==> src/rtl/line_write_merge_buffer.sv <==
// Single-line write-combining buffer: merges masked CPU word writes into one
// held line and drains it to memory with a per-byte enable mask.
module line_write_merge_buffer #(
  parameter int ADDR_WIDTH = 16,
  parameter int WORD_BYTES = 2,
  parameter int LINE_WORDS = 8,
  parameter int AUTO_DRAIN = 1
) (
  input  logic                                clk,
  input  logic                                rst,
  input  logic                                cpu_write,
  input  logic [ADDR_WIDTH-1:0]               cpu_addr,
  input  logic [8*WORD_BYTES-1:0]             cpu_wdata,
  input  logic [WORD_BYTES-1:0]               cpu_wmask,
  output logic                                cpu_resp,
  input  logic                                flush,
  output logic                                mem_write,
  output logic [ADDR_WIDTH-1:0]               mem_addr,
  output logic [8*WORD_BYTES*LINE_WORDS-1:0]  mem_wdata,
  output logic [WORD_BYTES*LINE_WORDS-1:0]    mem_byte_en,
  input  logic                                mem_resp,
  output logic                                busy,
  output logic                                line_valid
);

  localparam int LINE_BYTES = WORD_BYTES * LINE_WORDS;
  localparam int OFF_W      = $clog2(LINE_BYTES);
  localparam int TAG_W      = ADDR_WIDTH - OFF_W;

  typedef enum logic [1:0] {
    EMPTY = 2'd0,
    FILL  = 2'd1,
    DRAIN = 2'd2
  } state_e;

  state_e                  state_q, state_d;
  logic [TAG_W-1:0]        tag_q, tag_d;
  logic [8*LINE_BYTES-1:0] data_q, data_d;
  logic [LINE_BYTES-1:0]   dirty_q, dirty_d;
  logic                    resp_q, resp_d;
  logic                    mem_write_q;
  logic                    busy_q;
  logic                    line_valid_q;

  logic [TAG_W-1:0]        cpu_tag_s;
  logic [OFF_W-1:0]        word_base_s;
  logic [OFF_W-1:0]        byte_idx_s;
  logic                    wr_s;
  logic                    hit_s;
  logic                    full_s;
  logic                    merge_s;

  assign cpu_tag_s   = cpu_addr[ADDR_WIDTH-1:OFF_W];
  assign word_base_s = cpu_addr[OFF_W-1:0] & ~OFF_W'(WORD_BYTES - 1);
  // A request still held in the ack cycle is the one just accepted; ignore it.
  assign wr_s        = cpu_write & ~resp_q;
  assign hit_s       = (cpu_tag_s == tag_q);
  assign full_s      = &dirty_q;

  // Next-state, acceptance and ack decision.
  always_comb begin
    state_d = state_q;
    tag_d   = tag_q;
    resp_d  = 1'b0;
    merge_s = 1'b0;
    case (state_q)
      EMPTY: begin
        if (wr_s) begin
          tag_d   = cpu_tag_s;
          merge_s = 1'b1;
          resp_d  = 1'b1;
          if (|cpu_wmask) begin
            state_d = FILL;
          end else begin
            state_d = EMPTY;
          end
        end else begin
          state_d = EMPTY;
        end
      end
      FILL: begin
        if ((AUTO_DRAIN != 0) && full_s) begin
          state_d = DRAIN;
        end else if (wr_s && hit_s) begin
          merge_s = 1'b1;
          resp_d  = 1'b1;
        end else if (wr_s || flush) begin
          state_d = DRAIN;
        end else begin
          state_d = FILL;
        end
      end
      DRAIN: begin
        if (mem_resp) begin
          state_d = EMPTY;
        end else begin
          state_d = DRAIN;
        end
      end
      default: begin
        state_d = EMPTY;
      end
    endcase
  end

  // Byte merge into the held line and dirty-mask maintenance.
  always_comb begin
    data_d     = data_q;
    dirty_d    = dirty_q;
    byte_idx_s = word_base_s;
    if (merge_s) begin
      for (int b = 0; b < WORD_BYTES; b++) begin
        byte_idx_s = word_base_s + OFF_W'(b);
        data_d[{byte_idx_s, 3'b000} +: 8] = cpu_wmask[b] ? cpu_wdata[8*b +: 8]
                                                         : data_q[{byte_idx_s, 3'b000} +: 8];
        dirty_d[byte_idx_s] = dirty_q[byte_idx_s] | cpu_wmask[b];
      end
    end else if ((state_q == DRAIN) && mem_resp) begin
      dirty_d = {LINE_BYTES{1'b0}};
    end else begin
      dirty_d = dirty_q;
    end
  end

  // State and output registers.
  always_ff @(posedge clk or posedge rst) begin
    if (rst) begin
      state_q      <= EMPTY;
      tag_q        <= {TAG_W{1'b0}};
      data_q       <= {(8*LINE_BYTES){1'b0}};
      dirty_q      <= {LINE_BYTES{1'b0}};
      resp_q       <= 1'b0;
      mem_write_q  <= 1'b0;
      busy_q       <= 1'b0;
      line_valid_q <= 1'b0;
    end else begin
      state_q      <= state_d;
      tag_q        <= tag_d;
      data_q       <= data_d;
      dirty_q      <= dirty_d;
      resp_q       <= resp_d;
      mem_write_q  <= (state_d == DRAIN);
      busy_q       <= (state_d == DRAIN);
      line_valid_q <= |dirty_d;
    end
  end

  assign cpu_resp    = resp_q;
  assign mem_write   = mem_write_q;
  assign mem_addr    = {tag_q, {OFF_W{1'b0}}};
  assign mem_wdata   = data_q;
  assign mem_byte_en = dirty_q;
  assign busy        = busy_q;
  assign line_valid  = line_valid_q;

endmodule

==> config.mk <==
export PLATFORM = sky130hd
export DESIGN_NAME = line_write_merge_buffer
export DESIGN_NICKNAME = d
export VERILOG_FILES = /design/src/rtl/line_write_merge_buffer.sv
export SDC_FILE = /design/constraint.sdc
export NUM_CORES = 1
export LEC_CHECK = 0
export BUFFER_PORTS_ARGS = -buffer_cell sky130_fd_sc_hd__buf_4
export CAP_MARGIN = 10
export CORE_MARGIN = 2
export CORE_UTILIZATION = 53
export DETAILED_ROUTE_END_ITERATION = 12
export PLACE_DENSITY = 0.8
export REMOVE_ABC_BUFFERS = 1
export SLEW_MARGIN = 20
export SYNTH_ARGS = -nofsm -noshare
export SYNTH_HDL_FRONTEND = slang
export SYNTH_SLANG_ARGS = --single-unit
==> constraint.sdc <==
create_clock -name clk -period 5.81 [get_ports clk]
set_input_delay 0.581 -clock clk [delete_from_list [all_inputs] [get_ports clk]]
set_output_delay 0.581 -clock clk [all_outputs]
set_load 0.01 [all_outputs]
==> results.sh, run 1 <==
export IMPL_worstPathArrival_ns=4.05
export IMPL_p_per_area_nw_per_um2=414
export IMPL_grt_pass1_vias=7130
export IMPL_power_leakage_uw=0.00485
export IMPL_totalWireLength_um=24100
export IMPL_postSynthCellCount=841
export IMPL_cts_sink_count=161
export IMPL_antennaDiodeCount=0
export IMPL_cp_required_ns=6.11
export IMPL_synth_largest_area_cell="sky130_fd_sc_hd__dfrtp_1"
export IMPL_internal_power_uw=2700
export IMPL_clk_insertion_delay_late_ns=0.43
export IMPL_drive_gt1_share_pct=28.5
export IMPL_synthMostInstantiatedCell="sky130_fd_sc_hd__nand2_1"
export IMPL_synth_top_family_by_area="simple AND/OR/NAND/NOR gates"
export IMPL_core_um2=14500
export IMPL_worstSetupEndpointType="flop"
export IMPL_crit_fanout=42
export IMPL_synth_xor_area_share_pct=1.33
export IMPL_synth_mux_area_share_pct=12.0
export IMPL_final_period_utilization_pct=64.5
export IMPL_die_width_um=126
export IMPL_route_detailed_wl_per_inst_um=19.9
export IMPL_synth_simple_area_share_pct=17.4
export IMPL_synth_cell_type_count=52
export IMPL_net_switching_power_uw=1460
export IMPL_timing_worst_slew_pin_value_ns=1.09
export IMPL_finalHoldViolCount=0
export IMPL_cts_repair_timing_setup_buffer_count=0
export IMPL_setup_tns_ns=0
export IMPL_drt_first_iter_violations=875
export IMPL_post_synthesis_adder_cell_area_fraction_pct=0.949
export IMPL_cts_resized=0
export IMPL_finalWeightedCongestion=0.940
export IMPL_overflow_left_after_global_routing=0
export IMPL_peak_clock_frequency_supported_by_timing_mhz=267
export IMPL_timing_final_setup_violations=0
export IMPL_cell_area_after_synthesis_um2=7910
export IMPL_pwr_share_seq_pct=41.3
export IMPL_design_portCount=203
export IMPL_post_dp_hpwl_um=16700
export IMPL_power_share_combinational_pct=32.4
export IMPL_power_clock_fraction_pct=26.3
export IMPL_initial_utilization_pct=54.4
export IMPL_place_worst_setup_slack_ns=1.71
export IMPL_die_height_um=126
export IMPL_antenna_found_initial=0
export IMPL_synth_yosys_seq_area_share_pct=50.9
export IMPL_compound_gate_fraction_of_synth_area_pct=14.0
export IMPL_timing_max_cap_violations=0
export IMPL_fin_nets=1061
export IMPL_synth_area_leaders="sky130_fd_sc_hd__dfrtp_1 51%, sky130_fd_sc_hd__nand2_1 11%, sky130_fd_sc_hd__o21ai_0 7.5%"
export IMPL_mean_instance_size_in_the_synthesized_netlist_um2=9.40
export IMPL_drt_first_pass_iters=9
export IMPL_core_rowCount=44
export IMPL_ir_worst_vdd_mv=0.233
export IMPL_slew_viol_final=0
export IMPL_grt_start_max_net_pins=86
export IMPL_switching_share_pct=35.2
export IMPL_drc=0
export IMPL_cts_htree_levels=4
export IMPL_max_slew_margin_pct=27.2
export IMPL_finalClockSkew_ns=0.00542
export IMPL_top_flip_flop_cell_by_instance_count_after_synthesis="sky130_fd_sc_hd__dfrtp_1"
export IMPL_setup_worst_path_start_class="input port"
export IMPL_synth_edf_count=0
export IMPL_wire_length_of_the_first_global_routing_pass_um=38200
export IMPL_cts_made_buffers=17
export IMPL_die_area_um2=15900
export IMPL_clkSlewWorstSetupHoldPaths_ns=0.06
export IMPL_hold_path_class="in2async"
export IMPL_cts_hold_repair_buffers=0
export IMPL_period_needed_ns=3.75
export IMPL_cts_tree="built"
export IMPL_run_status="finished, final reports clean"
export IMPL_met2_usage_pct=48.6
export IMPL_postRouteAntennaNets=0
export IMPL_cts_root_buffer="sky130_fd_sc_hd__clkbuf_16"
export IMPL_clk_path_buf_depth=2
export IMPL_postLayoutCoreUtil_pct=69.1
export IMPL_fin_ws_ns=2.06
export IMPL_synth_top_cells_by_count="236 x sky130_fd_sc_hd__nand2_1, 161 x sky130_fd_sc_hd__dfrtp_1, 119 x sky130_fd_sc_hd__o21ai_0"
export IMPL_yosys_register_bits=161
export IMPL_grt_most_used_layer="met2"
export IMPL_area_growth_synth_to_final_pct=26.9
export IMPL_total_routing_usage_reported_by_global_routing_pct=30.7
export IMPL_gr_usage_met1_pct=41.4
export IMPL_vias=7316
export IMPL_port_buffer_count=197
export IMPL_hold_ws_ns=0.294
export IMPL_global_route_usage_met3_pct=6.63
export IMPL_cp_class="in2reg"
export IMPL_avgViaCountPerCell=6.03
export IMPL_grt_setup_unrepaired="false"
export IMPL_number_of_warning_messages_in_the_yosys_log=0
export IMPL_synthArstFlopShare_pct=100
export IMPL_yosysTopAreaCellShare_pct=50.9
## flip-flops by register name, summed over array words and instances (netlist names)
register	cells
busy	1
cpu_resp	1
line_valid	1
mem_byte_en	16
mem_wdata	128
state_q	2
tag_q	12
## metal layers
layer / up-vias / part of all wire (%)
met5: - / 0
met4: 0 / 3.2
met3: 70 / 8.8
met2: 406 / 48
li1: 3281 / -
met1: 3559 / 40
## power groups by stage
stage                     registers (µW)  clock network, µW  logic [µW]
after floorplan                     1780                  0         555
after global placement              1720                  0        1310
after detailed placement            1720                  0        1340
after CTS                           1710               1090        1350
after global routing                1750               1150        1470
final                               1720               1100        1350
## cells by family (layout without fill, tap and decap cells)
group / after synthesis / in the layout
fa+ha+maj: 6 / 6
mux: 78 / 78
simple gates: 332 / 332
buf+inv: 62 / 247
xor+xnor: 12 / 12
compound gates: 189 / 189
flops: 161 / 161
other cells: 1 / 4
## per-stage QoR
stage                     instance area [µm²]  cells  power (µW)
after floorplan                          7710    794        2330
after global placement                   9470   1181        3030
after detailed placement                 9470   1181        3070
after CTS                               10000   1213        4150
after global routing                    10000   1213        4370
final                                   10000   1213        4160
## worst max-delay path, stage by stage
cell	delay (ns)
sky130_fd_sc_hd__buf_4	0.47
sky130_fd_sc_hd__inv_2	0.26
sky130_fd_sc_hd__nor2_2	0.75
sky130_fd_sc_hd__a22oi_1	0.22
sky130_fd_sc_hd__a21oi_1	0.28
sky130_fd_sc_hd__nor2_1	0.19
sky130_fd_sc_hd__a32o_1	0.27
sky130_fd_sc_hd__or4_1	0.53
sky130_fd_sc_hd__or4_1	0.47
## cells in the final DEF (no fill, tap or decap), drive strengths merged, types with 6 or more instances in the layout
master / n
nand2: 236
buf: 203
dfrtp: 161
o21ai: 119
nor2: 49
mux2: 43
mux2i: 26
a21oi: 23
clkbuf: 18
a221oi: 13
xnor2: 12
nor3: 11
inv: 11
mux4: 9
nand3: 8
nand4: 7
clkinv: 7
a22oi: 6
a32o: 6
ha: 6
clkinvlp: 6
## final cells by class
type                       instances  area [µm²]
clock buffer                      18         429
inverter                          12        55.1
clock inverter                    14         143
multi-input combinational        621        3630
sequential                       161        4030
fill                            1157        4500
tap                              184         230
timing repair buffer             203        1520
## final timing paths
check | from | end | cells past startpoint | slack (ns)
max | cpu_addr[2] | line_valid | 9 | 2.06
min | rst | mem_wdata[112] | 2 | 0.29
max reg2reg | cpu_resp | mem_wdata[1] | 7 | 2.45
min reg2reg | mem_wdata[63] | mem_wdata[63] | 2 | 0.51
max in group asynchronous | rst | mem_wdata[15] | 3 | 4.07
min in group clk | cpu_addr[12] | tag_q[8] | 3 | 0.35
Note: power is estimated with default switching activity, not from simulation.
==> run 2, diff against run 1 <==
--- a/config.mk
+++ b/config.mk
@@ -8,9 +8,9 @@
 export BUFFER_PORTS_ARGS = -buffer_cell sky130_fd_sc_hd__buf_4
 export CAP_MARGIN = 10
 export CORE_MARGIN = 2
-export CORE_UTILIZATION = 53
+export CORE_UTILIZATION = 48
 export DETAILED_ROUTE_END_ITERATION = 12
-export PLACE_DENSITY = 0.8
+export PLACE_DENSITY = 0.76
 export REMOVE_ABC_BUFFERS = 1
 export SLEW_MARGIN = 20
 export SYNTH_ARGS = -nofsm -noshare
==> constraint.sdc (replaced) <==
create_clock -name clk -period 3.2 [get_ports clk]
set_input_delay 0.32 -clock clk [delete_from_list [all_inputs] [get_ports clk]]
set_output_delay 0.32 -clock clk [all_outputs]
set_load 0.01 [all_outputs]
==> results.sh, run 2 (synthesis gave the netlist of run 1 again) <==
export IMPL_run_status="finished, final reports clean"
export IMPL_worstSetupEndpointType="flop"
export IMPL_drc=0
export IMPL_hold_path_class="in2async"
export IMPL_layoutNonFillerInstCount=1270
export IMPL_avgViaCountPerCell=5.77
export IMPL_grt_pass1_vias=7074
export IMPL_grt_start_max_net_pins=89
export IMPL_drive_gt1_share_pct=30.3
export IMPL_clk_path_buf_depth=2
export IMPL_power_leakage_uw=0.00500
export IMPL_postRouteAntennaNets=0
export IMPL_initial_utilization_pct=49.4
export IMPL_area_growth_synth_to_final_pct=30.4
export IMPL_worstPathArrival_ns=3.35
export IMPL_delay_of_the_slowest_cell_on_the_worst_path_ns=0.55
export IMPL_cts_tree="built"
export IMPL_port_buffer_count=197
export IMPL_fin_nets=1086
export IMPL_mostFrequentLayoutCell="sky130_fd_sc_hd__nand2_1"
export IMPL_finalWeightedCongestion=0.933
export IMPL_cts_sink_count=161
export IMPL_max_slew_margin_pct=36.7
export IMPL_timing_worst_slew_pin_value_ns=0.947
export IMPL_vias=7333
export IMPL_largest_register_ffs=128
export IMPL_clk_insertion_delay_late_ns=0.43
export IMPL_period_needed_ns=3.05
export IMPL_finalHoldViolCount=0
export IMPL_core_rowCount=46
export IMPL_total_routing_usage_reported_by_global_routing_pct=28.5
export IMPL_die_width_um=132
export IMPL_antennaDiodeCount=0
export IMPL_worstRegToRegCells=8
export IMPL_critPathBufInv=0
export IMPL_wire_length_of_the_first_global_routing_pass_um=39100
export IMPL_placedInstanceArea_um2=9710
export IMPL_critical_path_top_delay_family="simple AND/OR/NAND/NOR gates"
export IMPL_p_per_area_nw_per_um2=744
export IMPL_core_um2=16000
export IMPL_mostFrequentLayoutCells="236 x sky130_fd_sc_hd__nand2_1, 227 x sky130_fd_sc_hd__buf_4, 161 x sky130_fd_sc_hd__dfrtp_1"
export IMPL_cts_root_buffer="sky130_fd_sc_hd__clkbuf_16"
export IMPL_overflow_left_after_global_routing=0
export IMPL_critical_path_reg2reg_startpoint="mem_byte_en[13]"
export IMPL_clkSlewWorstSetupHoldPaths_ns=0.06
export IMPL_totalWireLength_um=24600
export IMPL_numPlacedInstances=1238
export IMPL_post_dp_hpwl_um=17600
export IMPL_cts_htree_levels=4
export IMPL_crit_fanout=7
export IMPL_cts_hold_repair_buffers=0
export IMPL_worstReg2RegEnd="line_valid"
export IMPL_die_height_um=132
export IMPL_setup_worst_path_start_class="flop"
export IMPL_final_period_utilization_pct=95.4
export IMPL_finalClockSkew_ns=0.00884
export IMPL_cp_class="reg2reg"
export IMPL_r2r_setup_slack_ns=0.15
export IMPL_drt_first_pass_iters=6
export IMPL_hold_ws_ns=0.0376
export IMPL_final_cell_area_um2=10300
export IMPL_slew_viol_final=0
export IMPL_crit_slowest_cell="sky130_fd_sc_hd__or4_1"
export IMPL_route_detailed_wl_per_inst_um=19.4
export IMPL_timing_max_cap_violations=0
export IMPL_design_portCount=203
export IMPL_drt_first_iter_violations=628
export IMPL_grt_setup_unrepaired="false"
export IMPL_cp_required_ns=3.49
export IMPL_peak_clock_frequency_supported_by_timing_mhz=328
export IMPL_antenna_found_initial=0
export IMPL_die_area_um2=17500
export IMPL_timing_final_setup_violations=0
export IMPL_cts_made_buffers=17
export IMPL_ir_worst_vdd_mv=0.422
export IMPL_crit_chain="nand4_1 -> nor4_4 -> nor2_1 -> a21oi_4 -> nor2_1 -> a32o_1 -> or4_1 -> or4_1"
[run 2: per-stage QoR]
| step | util [%] | setup slack (ns) | setup TNS [ns] | power (µW) |
|---|---|---|---|---|
| final | 64.4 | 0.148 | 0 | 7670 |
| after global routing | 64.4 | 0.0392 | 0 | 8070 |
| after CTS | 64.4 | 0.150 | 0 | 7680 |
| after detailed placement | 60.7 | 0.160 | 0 | 5630 |
| after global placement | 60.7 | 0.253 | 0 | 5560 |
| after floorplan | - | -1.47 | -236.39 | 4240 |
[run 2: report_power, final]
part	switching [µW]	internal (µW)
Clock	874	1180
Combinational	1300	1220
Sequential	528	2570
[run 2: final cells by class]
type | count | area [µm²]
fillers | 1339 | 5690
flip-flops and latches | 161 | 4030
multi-input cells | 621 | 3640
repair buffers | 228 | 1720
clock buffers | 18 | 439
well taps | 216 | 270
clock inverters | 14 | 158
inverters | 12 | 55.1
[run 2: worst max-delay path by stage]
stage,from,end,slack [ns],depth (start not counted)
6_report,mem_byte_en[13],line_valid,0.15,8
5_1_grt,mem_byte_en[8],line_valid,0.04,8
4_1_cts,mem_byte_en[13],line_valid,0.15,8
3_5_place_dp,mem_byte_en[13],line_valid,0.16,8
3_3_place_gp,mem_byte_en[13],line_valid,0.25,8
2_1_floorplan,rst,busy,-1.47,1
[run 2: worst reg2reg max path: stages, from the launching register on]
cell and delay (ns):
sky130_fd_sc_hd__dfrtp_1 0.44, sky130_fd_sc_hd__nand4_1 0.17, sky130_fd_sc_hd__nor4_4 0.36, sky130_fd_sc_hd__nor2_1 0.18, sky130_fd_sc_hd__a21oi_4 0.28, sky130_fd_sc_hd__nor2_1 0.19
sky130_fd_sc_hd__a32o_1 0.26, sky130_fd_sc_hd__or4_1 0.55, sky130_fd_sc_hd__or4_1 0.49
[run 2: repair_timing]
item,CTS,global route
resized for setup,0,1
setup endpoints to repair,0,1
buffers inserted,0,0
[run 2: routing by layer]
layer  share of wire (%)  vias to the layer above  track usage, %
li1                    -                     3320               -
met4                 3.5                        0            12.9
met2                  46                      426            44.3
met5                   0                        -               0
met3                 9.6                       71            6.15
met1                  41                     3516            38.5
